<file path="config.mk">
export PLATFORM = sky130hd
export DESIGN_NAME = ram_bridge
export DESIGN_NICKNAME = d
export VERILOG_FILES = /design/src/rtl/ram_bridge.sv
export SDC_FILE = /design/constraint.sdc
export NUM_CORES = 1
export LEC_CHECK = 0
export ABC_AREA = 0
export CORE_AREA = 2 2 165 167
export DETAILED_ROUTE_END_ITERATION = 6
export DIE_AREA = 0 0 167 169
export PLACE_DENSITY = 0.73
export SYNTH_ARGS = -nofsm -noshare
export SYNTH_HDL_FRONTEND = slang
export SYNTH_SLANG_ARGS = --single-unit
</file>
<file path="constraint.sdc">
create_clock -name clock -period 6.8 [get_ports clock]
set_clock_uncertainty 0.15 [all_clocks]
set_input_delay 1.7 -clock clock [delete_from_list [all_inputs] [get_ports clock]]
set_output_delay 1.7 -clock clock [all_outputs]
set_load 0.02 [all_outputs]
</file>
<file path="src/rtl/ram_bridge.sv">
// Single-port bridge from the core ram_rw request port to the 64-bit RAMHelper dword array.
// Optional UART TX bypass at UART_ADDR is compiled in with `define RAM_BRIDGE_UART_EN.
//
// state  | meaning
// IDLE   | waiting for req_cen_i, latches the request and its error status
// ACCESS | drives the RAMHelper port (or UART strobe), captures load data
// RESP   | one-cycle resp_ready_o pulse with resp_err_o
module ram_bridge #(
  parameter logic [63:0] PC_START  = 64'h8000_0000,
  parameter int          IDX_W     = 16,
  parameter logic [63:0] UART_ADDR = 64'h1000_0000
) (
  input  logic              clock,
  input  logic              reset,
  input  logic              req_cen_i,
  input  logic              req_wen_i,
  input  logic [63:0]       req_addr_i,
  input  logic [63:0]       req_wdata_i,
  input  logic [7:0]        req_wmask_i,
  input  logic [2:0]        req_size_i,
  output logic              resp_ready_o,
  output logic [63:0]       resp_data_o,
  output logic              resp_err_o,
  output logic              ram_en_o,
  output logic              ram_wen_o,
  output logic [IDX_W-1:0]  ram_idx_o,
  output logic [63:0]       ram_wdata_o,
  output logic [63:0]       ram_wmask_o,
  input  logic [63:0]       ram_rdata_i,
  output logic              uart_out_valid_o,
  output logic [7:0]        uart_out_ch_o
);

  localparam logic [1:0] S_IDLE   = 2'd0;
  localparam logic [1:0] S_ACCESS = 2'd1;
  localparam logic [1:0] S_RESP   = 2'd2;

  logic [1:0]       state;
  logic             wen_q;
  logic [IDX_W-1:0] idx_q;
  logic [2:0]       off_q;
  logic [1:0]       size_q;
  logic [63:0]      wdata_q;
  logic [7:0]       wmask_q;
  logic             err_q;
  logic             uart_q;

  logic [63:0] dw_idx;
  logic        req_misaligned;
  logic        req_out_of_range;
  logic        req_uart;
  logic        req_err;

  assign dw_idx = (req_addr_i - PC_START) >> 3;

`ifdef RAM_BRIDGE_UART_EN
  assign req_uart = (req_addr_i == UART_ADDR);
`else
  assign req_uart = 1'b0;
`endif

  always_comb begin
    req_misaligned = 1'b0;
    case (req_size_i)
      3'd1:    req_misaligned = req_addr_i[0];
      3'd2:    req_misaligned = |req_addr_i[1:0];
      3'd3:    req_misaligned = |req_addr_i[2:0];
      default: req_misaligned = 1'b0;
    endcase
    req_out_of_range = (req_addr_i < PC_START) || (dw_idx >= (64'd1 << IDX_W));
    // The UART register only accepts byte accesses and is outside the RAM window.
    if (req_uart)
      req_err = (req_size_i != 3'd0);
    else
      req_err = req_misaligned || req_size_i[2] || req_out_of_range;
  end

  always_ff @(posedge clock) begin
    if (reset) begin
      state   <= S_IDLE;
      wen_q   <= 1'b0;
      idx_q   <= '0;
      off_q   <= 3'd0;
      size_q  <= 2'd0;
      wdata_q <= 64'd0;
      wmask_q <= 8'd0;
      err_q   <= 1'b0;
      uart_q  <= 1'b0;
    end else begin
      case (state)
        S_IDLE: begin
          if (req_cen_i) begin
            wen_q   <= req_wen_i;
            idx_q   <= dw_idx[IDX_W-1:0];
            off_q   <= req_addr_i[2:0];
            size_q  <= req_size_i[1:0];
            wdata_q <= req_wdata_i;
            wmask_q <= req_wmask_i;
            err_q   <= req_err;
            uart_q  <= req_uart;
            state   <= S_ACCESS;
          end
        end
        S_ACCESS: state <= S_RESP;
        S_RESP:   state <= S_IDLE;
        default:  state <= S_IDLE;
      endcase
    end
  end

  logic        in_access;
  logic        ram_go;
  logic [7:0]  size_lanes;
  logic [7:0]  byte_mask;
  logic [63:0] rd_shift;
  logic [63:0] rd_data;

  assign in_access = (state == S_ACCESS);
  assign ram_go    = in_access && !err_q && !uart_q;

  always_comb begin
    size_lanes = 8'h01;
    rd_data    = 64'd0;
    rd_shift   = ram_rdata_i >> {off_q, 3'b000};
    case (size_q)
      2'd0: begin size_lanes = 8'h01; rd_data = {56'd0, rd_shift[7:0]};  end
      2'd1: begin size_lanes = 8'h03; rd_data = {48'd0, rd_shift[15:0]}; end
      2'd2: begin size_lanes = 8'h0F; rd_data = {32'd0, rd_shift[31:0]}; end
      default: begin size_lanes = 8'hFF; rd_data = rd_shift; end
    endcase
    byte_mask = (wmask_q & size_lanes) << off_q;
  end

  always_comb begin
    ram_en_o    = ram_go;
    ram_wen_o   = ram_go && wen_q;
    ram_idx_o   = ram_go ? idx_q : '0;
    ram_wdata_o = ram_go ? (wdata_q << {off_q, 3'b000}) : 64'd0;
    ram_wmask_o = 64'd0;
    for (int i = 0; i < 8; i++)
      ram_wmask_o[8*i +: 8] = {8{ram_go && byte_mask[i]}};
  end

  // Stores keep the previous load data; errors and UART loads return zero.
  always_ff @(posedge clock) begin
    if (reset)
      resp_data_o <= 64'd0;
    else if (in_access) begin
      if (err_q)
        resp_data_o <= 64'd0;
      else if (!wen_q)
        resp_data_o <= uart_q ? 64'd0 : rd_data;
    end
  end

  assign resp_ready_o = (state == S_RESP);
  assign resp_err_o   = (state == S_RESP) && err_q;

`ifdef RAM_BRIDGE_UART_EN
  assign uart_out_valid_o = in_access && uart_q && !err_q && wen_q;
  assign uart_out_ch_o    = uart_out_valid_o ? wdata_q[7:0] : 8'd0;
`else
  assign uart_out_valid_o = 1'b0;
  assign uart_out_ch_o    = 8'd0;
`endif

endmodule

</file>
==> results.tsv, run 1 <==
metric	value	unit
synth_seq_area_share	0.3138	
synthAdderAreaFrac	0.001218	
cts_tree	yes	
numClockSinks	161	
place_hpwl	29660	µm
swShare	0.2957	
post_drt_wl_per_cell	20.59	µm
hp-class	register to register	
area_growth_syn_to_layout	43.50	%
clock.fmax	168.4	MHz
die_area	28220	µm²
synth_cells	1342	
cp.arrival	4.09	ns
first_iter_violations	874	
route.detailed.drc	0	
rows	60	
overflow	0	
numCtsBuffers	17	
synth_most_common_cell	nand2_1	
synthArstFlopShare	0	
coreArea	26500	µm²
synth-edff-count	0	
critical_path_peak_fanout	41	
status	complete, no violations	
track_usage	0.2771	
finalHoldViolCount	0	
fin_crit_sh	0.8732	
maxSlewViolCount	0	
place_ws	1.360	ns
num_vias	10880	
finalSetupViolCount	0	
drtPass1Iterations	5	
grt_pass1_vias	10440	
fin_crit	5.938	ns
n_fill_cell	2465	
cpPeakStageDelay	1.13	ns
fin_tns_setup	0	ns
die_y	169	µm
drtAntennaViolNets	0	
synthTopCellsByArea	dfxtp_1, nand2_1, mux2i_1	
slew_headroom	0.2016	
synth.distinct_cells	58	
synthXorXnorAreaFrac	0.001705	
clock_path_buffers	2	
path_cells	inv_2, nor4_2, nand2_1, o21ai_0, buf_4, clkdlybuf4s50_1	
syn_area_per_cell	7.655	µm²
multi_input_area	6143	µm²
die_x	167	µm
tightest_slew	1.188	ns
cp-end-kind	primary output	
portBuffers	418	
internal-power	1.884	mW
grt_util_met3	0.05167	
post-route-util	0.5562	
h-tree-depth	4	
crit_path_start_kind	register	
post_cts_buffers	0	
cp_slowest_cell	nor4_2	
seqPwrFrac	0.389	
p_leak	5.041	nW
netlist_area	10270	µm²
muxShareOfSynthArea	0.1611	
cts_root_buffer	clkbuf_16	
seq_area	3232	µm²
synth_top_family_by_area	simple AND/OR/NAND/NOR gates	
antenna_found_initial	0	
yosys.area_share.simple	0.2346	
yosysTopAreaCell	dfxtp_1	
grt_pass1_wl	61180	µm
path_buf_inv	3	
drt_wl_total	40830	µm
combPwrFrac	0.215	
worst_slack	0.8624	ns
cts-resized-gates	0	
crit_type	register to primary output	
place.gp.congestion	0.9738	
cp_top_family	buffers and inverters	
ys_ff_latch	161	
grt_max_degree	96	
critical_path_required	4.95	ns
top_usage_layer	met2	
insertion_delay	0.43	ns
clk_pin_slew	0.06	ns
synth_commonest_cells	nand2_1, dfxtp_1, nor2_1	
fin_nets	1837	
io_pins	428	
diodes	0	
drv_cap	0	
initial_utilization	0.3876	
drive_above_1_share	0.07491	
postCtsHoldBufs	0	
power_density	181.5	nW/µm²
ir_drop	0.1311	mV
synth_ff_type	dfxtp_1	
met1_usage	0.3373	
clkPwrFrac	0.396	
grtUsageMet2	0.4877	
p_sw	0.7911	mW
rsz0062_at_grt	false	
vias_per_cell	5.485	
yosys_warnings	0	
synth_compound_area_frac	0.1946	
synth_top_area_share	0.3138	
logic make-up after synthesis:
family | Yosys count
AO/OA/AOI/OAI | 318
XOR/XNOR | 2
adder cells (fa/ha/maj) | 1
buffers and inverters | 178
flip-flops | 161
multiplexers | 141
other | 1
AND/OR/NAND/NOR | 540
worst register-to-register path, delay by kind of cell (launching register included):
family / cells / cell delay, ns
simple gates: 4 / 1.66
buf+inv: 1 / 0.66
flops: 1 / 0.56
compound gates: 1 / 0.10
final timing paths:
kind	from	end	slack, ns	depth (start not counted)
worst max register to register	off_q[2]	resp_data_o[62]	3.61	6
worst min-delay path	idx_q[5]	idx_q[5]	0.30	2
worst max-delay path	off_q[2]	ram_wmask_o[38]	0.86	6
worst min register to register	idx_q[5]	idx_q[5]	0.30	2
registers in the layout, summed over array words and instances, names as in the netlist:
register,count
err_q,1
idx_q,16
off_q,3
resp_data_o,64
size_q,2
state,2
wdata_q,64
wen_q,1
wmask_q,8
layer usage:
metal | vias to the layer above | share of wire
met4 | 0 | 0.031
met1 | 5134 | 0.40
li1 | 5165 | -
met5 | - | 0
met2 | 510 | 0.49
met3 | 67 | 0.073
power by group through the flow:
stage	combinational (mW)	sequential (mW)	clock (mW)
3_3_place_gp	0.566	1.06	0
6_report	0.576	1.04	1.06
4_1_cts	0.574	1.04	1.08
5_1_grt	0.620	1.04	1.12
3_5_place_dp	0.571	1.06	0
2_1_floorplan	0.335	1.03	0
stage by stage:
stage | hold WS [ns] | std cells | total power [mW] | instance area (µm²)
after floorplan | 0.2817 | 1350 | 1.366 | 10300
after global placement | 0.2890 | 1951 | 1.625 | 14110
after detailed placement | 0.2937 | 1951 | 1.631 | 14110
after CTS | 0.3027 | 1983 | 2.689 | 14740
after global routing | 0.3210 | 1983 | 2.784 | 14740
final | 0.3027 | 1983 | 2.676 | 14740
cells in the final DEF (no fill, tap or decap), types with 9 or more instances in the layout:
cell,synthesis,final
mux4_2,16,16
o21ai_0,42,42
nand2b_1,22,21
and2_1,42,42
nor4_1,10,10
a22oi_1,48,48
buf_4,66,15
mux2_2,35,35
o22a_1,10,10
nand2_1,273,272
mux2i_1,90,90
a211oi_1,20,20
conb_1,1,9
a21oi_1,129,129
o21ai_1,17,17
nor2b_1,11,11
dfxtp_1,161,158
clkdlybuf4s50_1,0,417
nor3_1,12,12
o211ai_1,10,10
nor2_1,133,133
clkbuf_16,0,17
final cells by class:
| type | instances | share of cell area |
|---|---|---|
| repair buffers | 432 | 0.2908 |
| multi-input cells | 1011 | 0.4168 |
| well taps | 341 | 0.02894 |
| inverters | 6 | 0.001528 |
| clock inverters | 11 | 0.01214 |
| flip-flops and latches | 161 | 0.2193 |
| clock buffers | 21 | 0.03056 |
No activity file was read; power rests on OpenSTA's default activity.
==> run 2: changes to the inputs <==
--- a/config.mk
+++ b/config.mk
@@ -10,6 +10,7 @@
 export DETAILED_ROUTE_END_ITERATION = 6
 export DIE_AREA = 0 0 167 169
 export PLACE_DENSITY = 0.73
+export SKIP_CTS_REPAIR_TIMING = 1
 export SYNTH_ARGS = -nofsm -noshare
 export SYNTH_HDL_FRONTEND = slang
 export SYNTH_SLANG_ARGS = --single-unit
==> results of run 2 <==
The final DEF is identical to that of run 1; final timing and power are the same.
==> run 3: changes to the inputs <==
--- a/config.mk
+++ b/config.mk
@@ -9,7 +9,7 @@
 export CORE_AREA = 2 2 165 167
 export DETAILED_ROUTE_END_ITERATION = 6
 export DIE_AREA = 0 0 167 169
-export PLACE_DENSITY = 0.73
+export PLACE_DENSITY = 0.76
 export SKIP_CTS_REPAIR_TIMING = 1
 export SYNTH_ARGS = -nofsm -noshare
 export SYNTH_HDL_FRONTEND = slang
==> run 3 against run 2 <==
Via count grew 0.64%. Global-route usage shrank 0.22 points. Die area unchanged. Critical path depth fell by 1. Routed wire length is 0.37% lower. Largest cell class unchanged.
==> results.tsv, run 3 (synthesis results as in run 1) <==
metric	value	unit
track_usage	0.2749	
drtAntennaViolNets	0	
layout_commonest_cell	clkdlybuf4s50_1	
grt_pass1_wl	60720	µm
clk_pin_slew	0.08	ns
cp-end-kind	primary output	
route.detailed.drc	0	
slew_headroom	0.2825	
antenna_found_initial	2	
rsz0062_at_grt	false	
die_x	167	µm
clock_path_buffers	2	
portBuffers	418	
cp.arrival	3.59	ns
numCtsBuffers	17	
power_density	178.7	nW/µm²
place_hpwl	29740	µm
status	complete, no violations	
overflow	0	
place.gp.congestion	0.9129	
tightest_slew	1.076	ns
cp_top_family	flip-flops	
placed_cell_area	14110	µm²
path_cells	mux2_2, nand2_1, mux2_2, a211oi_1, clkdlybuf4s50_1	
fin_tns_setup	0	ns
numClockSinks	161	
drtPass1Iterations	5	
seqPwrFrac	0.395	
cp_slowest_cell	dfxtp_4	
coreArea	26500	µm²
post_drt_wl_per_cell	20.51	µm
drt_wl_total	40680	µm
crit_type	register to primary output	
combPwrFrac	0.220	
finalHoldViolCount	0	
num_vias	10950	
p_leak	5.021	nW
crit_path_start_kind	register	
die_area	28220	µm²
min_from	idx_q[9]	
area_growth_syn_to_layout	43.16	%
vias_per_cell	5.520	
critical_path_required	4.95	ns
r2r-start	off_q[0]	
die_y	169	µm
post-route-util	0.5549	
crit_start	off_q[0]	
grt_pass1_vias	10220	
cp_common_cell	mux2_2	
io_pins	428	
n_fill_cell	2455	
h-tree-depth	4	
path_buf_inv	1	
grt_max_degree	96	
finalSetupViolCount	0	
internal-power	1.834	mW
first_iter_violations	1039	
ir_drop	0.1158	mV
cts_tree	yes	
initial_utilization	0.3876	
cts_root_buffer	clkbuf_16	
fin_nets	1837	
fin_crit	5.443	ns
clock.fmax	183.7	MHz
hp-class	register to register	
critical_path_peak_fanout	68	
final_area	14710	µm²
maxSlewViolCount	0	
p_sw	0.7940	mW
reg_top3	resp_data_o x64, wdata_q x64, idx_q x16	
clkPwrFrac	0.385	
swShare	0.3021	
fin_crit_sh	0.8004	
rows	60	
insertion_delay	0.43	ns
drive_above_1_share	0.07495	
drv_cap	0	
layout_common_cells	clkdlybuf4s50_1, nand2_1, dfxtp_1	
cpPeakStageDelay	0.85	ns
run 3: worst min-delay path, stage by stage, from the launching register on:
cell and delay [ns]:
dfxtp_1 0.31, nand2_1 0.05, a21oi_1 0.05
run 3: area by class of cell:
class	instances	area, µm²	area share
Inverter	6	22.52	0.001532
Antenna cell	1	2.502	0.0001702
Clock buffer	19	432.9	0.02944
Timing Repair Buffer	432	4287	0.2915
Clock inverter	12	158.9	0.01081
Multi-Input combinational cell	1011	6143	0.4178
Tap cell	341	426.7	0.02901
Sequential cell	161	3232	0.2198
run 3: power by group through the flow:
stage	Combinational (mW)	Sequential (mW)	Clock (mW)
floorplan	0.335	1.03	0
CTS	0.578	1.04	1.02
global placement	0.568	1.06	0
global route	0.622	1.04	1.07
finish	0.579	1.04	1.01
detailed placement	0.573	1.06	0
run 3: path summary, 6_finish.rpt:
path / endpoint / cells after the start / slack [ns]
setup / recovery: ram_wmask_o[57] / 5 / 1.36
hold / removal: idx_q[9] / 2 / 0.30
setup reg to reg: resp_data_o[3] / 6 / 3.74
hold reg to reg: idx_q[9] / 2 / 0.30
run 3: metrics by stage:
step | total power [mW] | std cells | worst slack, ns | hold WS, ns
CTS | 2.637 | 1982 | 1.356 | 0.3012
global placement | 1.624 | 1951 | 1.927 | 0.2890
floorplan | 1.366 | 1350 | 2.230 | 0.2817
global route | 2.731 | 1983 | 1.105 | 0.3195
finish | 2.628 | 1983 | 1.357 | 0.2998
detailed placement | 1.631 | 1951 | 1.826 | 0.2920
run 3: routing by layer:
layer	wire, µm	vias to the layer above	share of wire	GRT usage
met2	19970	562	0.49	0.4834
met3	3099	77	0.076	0.05378
li1	-	5171	-	-
met4	1270	2	0.031	0.09633
met5	11	-	0.00027	0
met1	16330	5134	0.40	0.3351
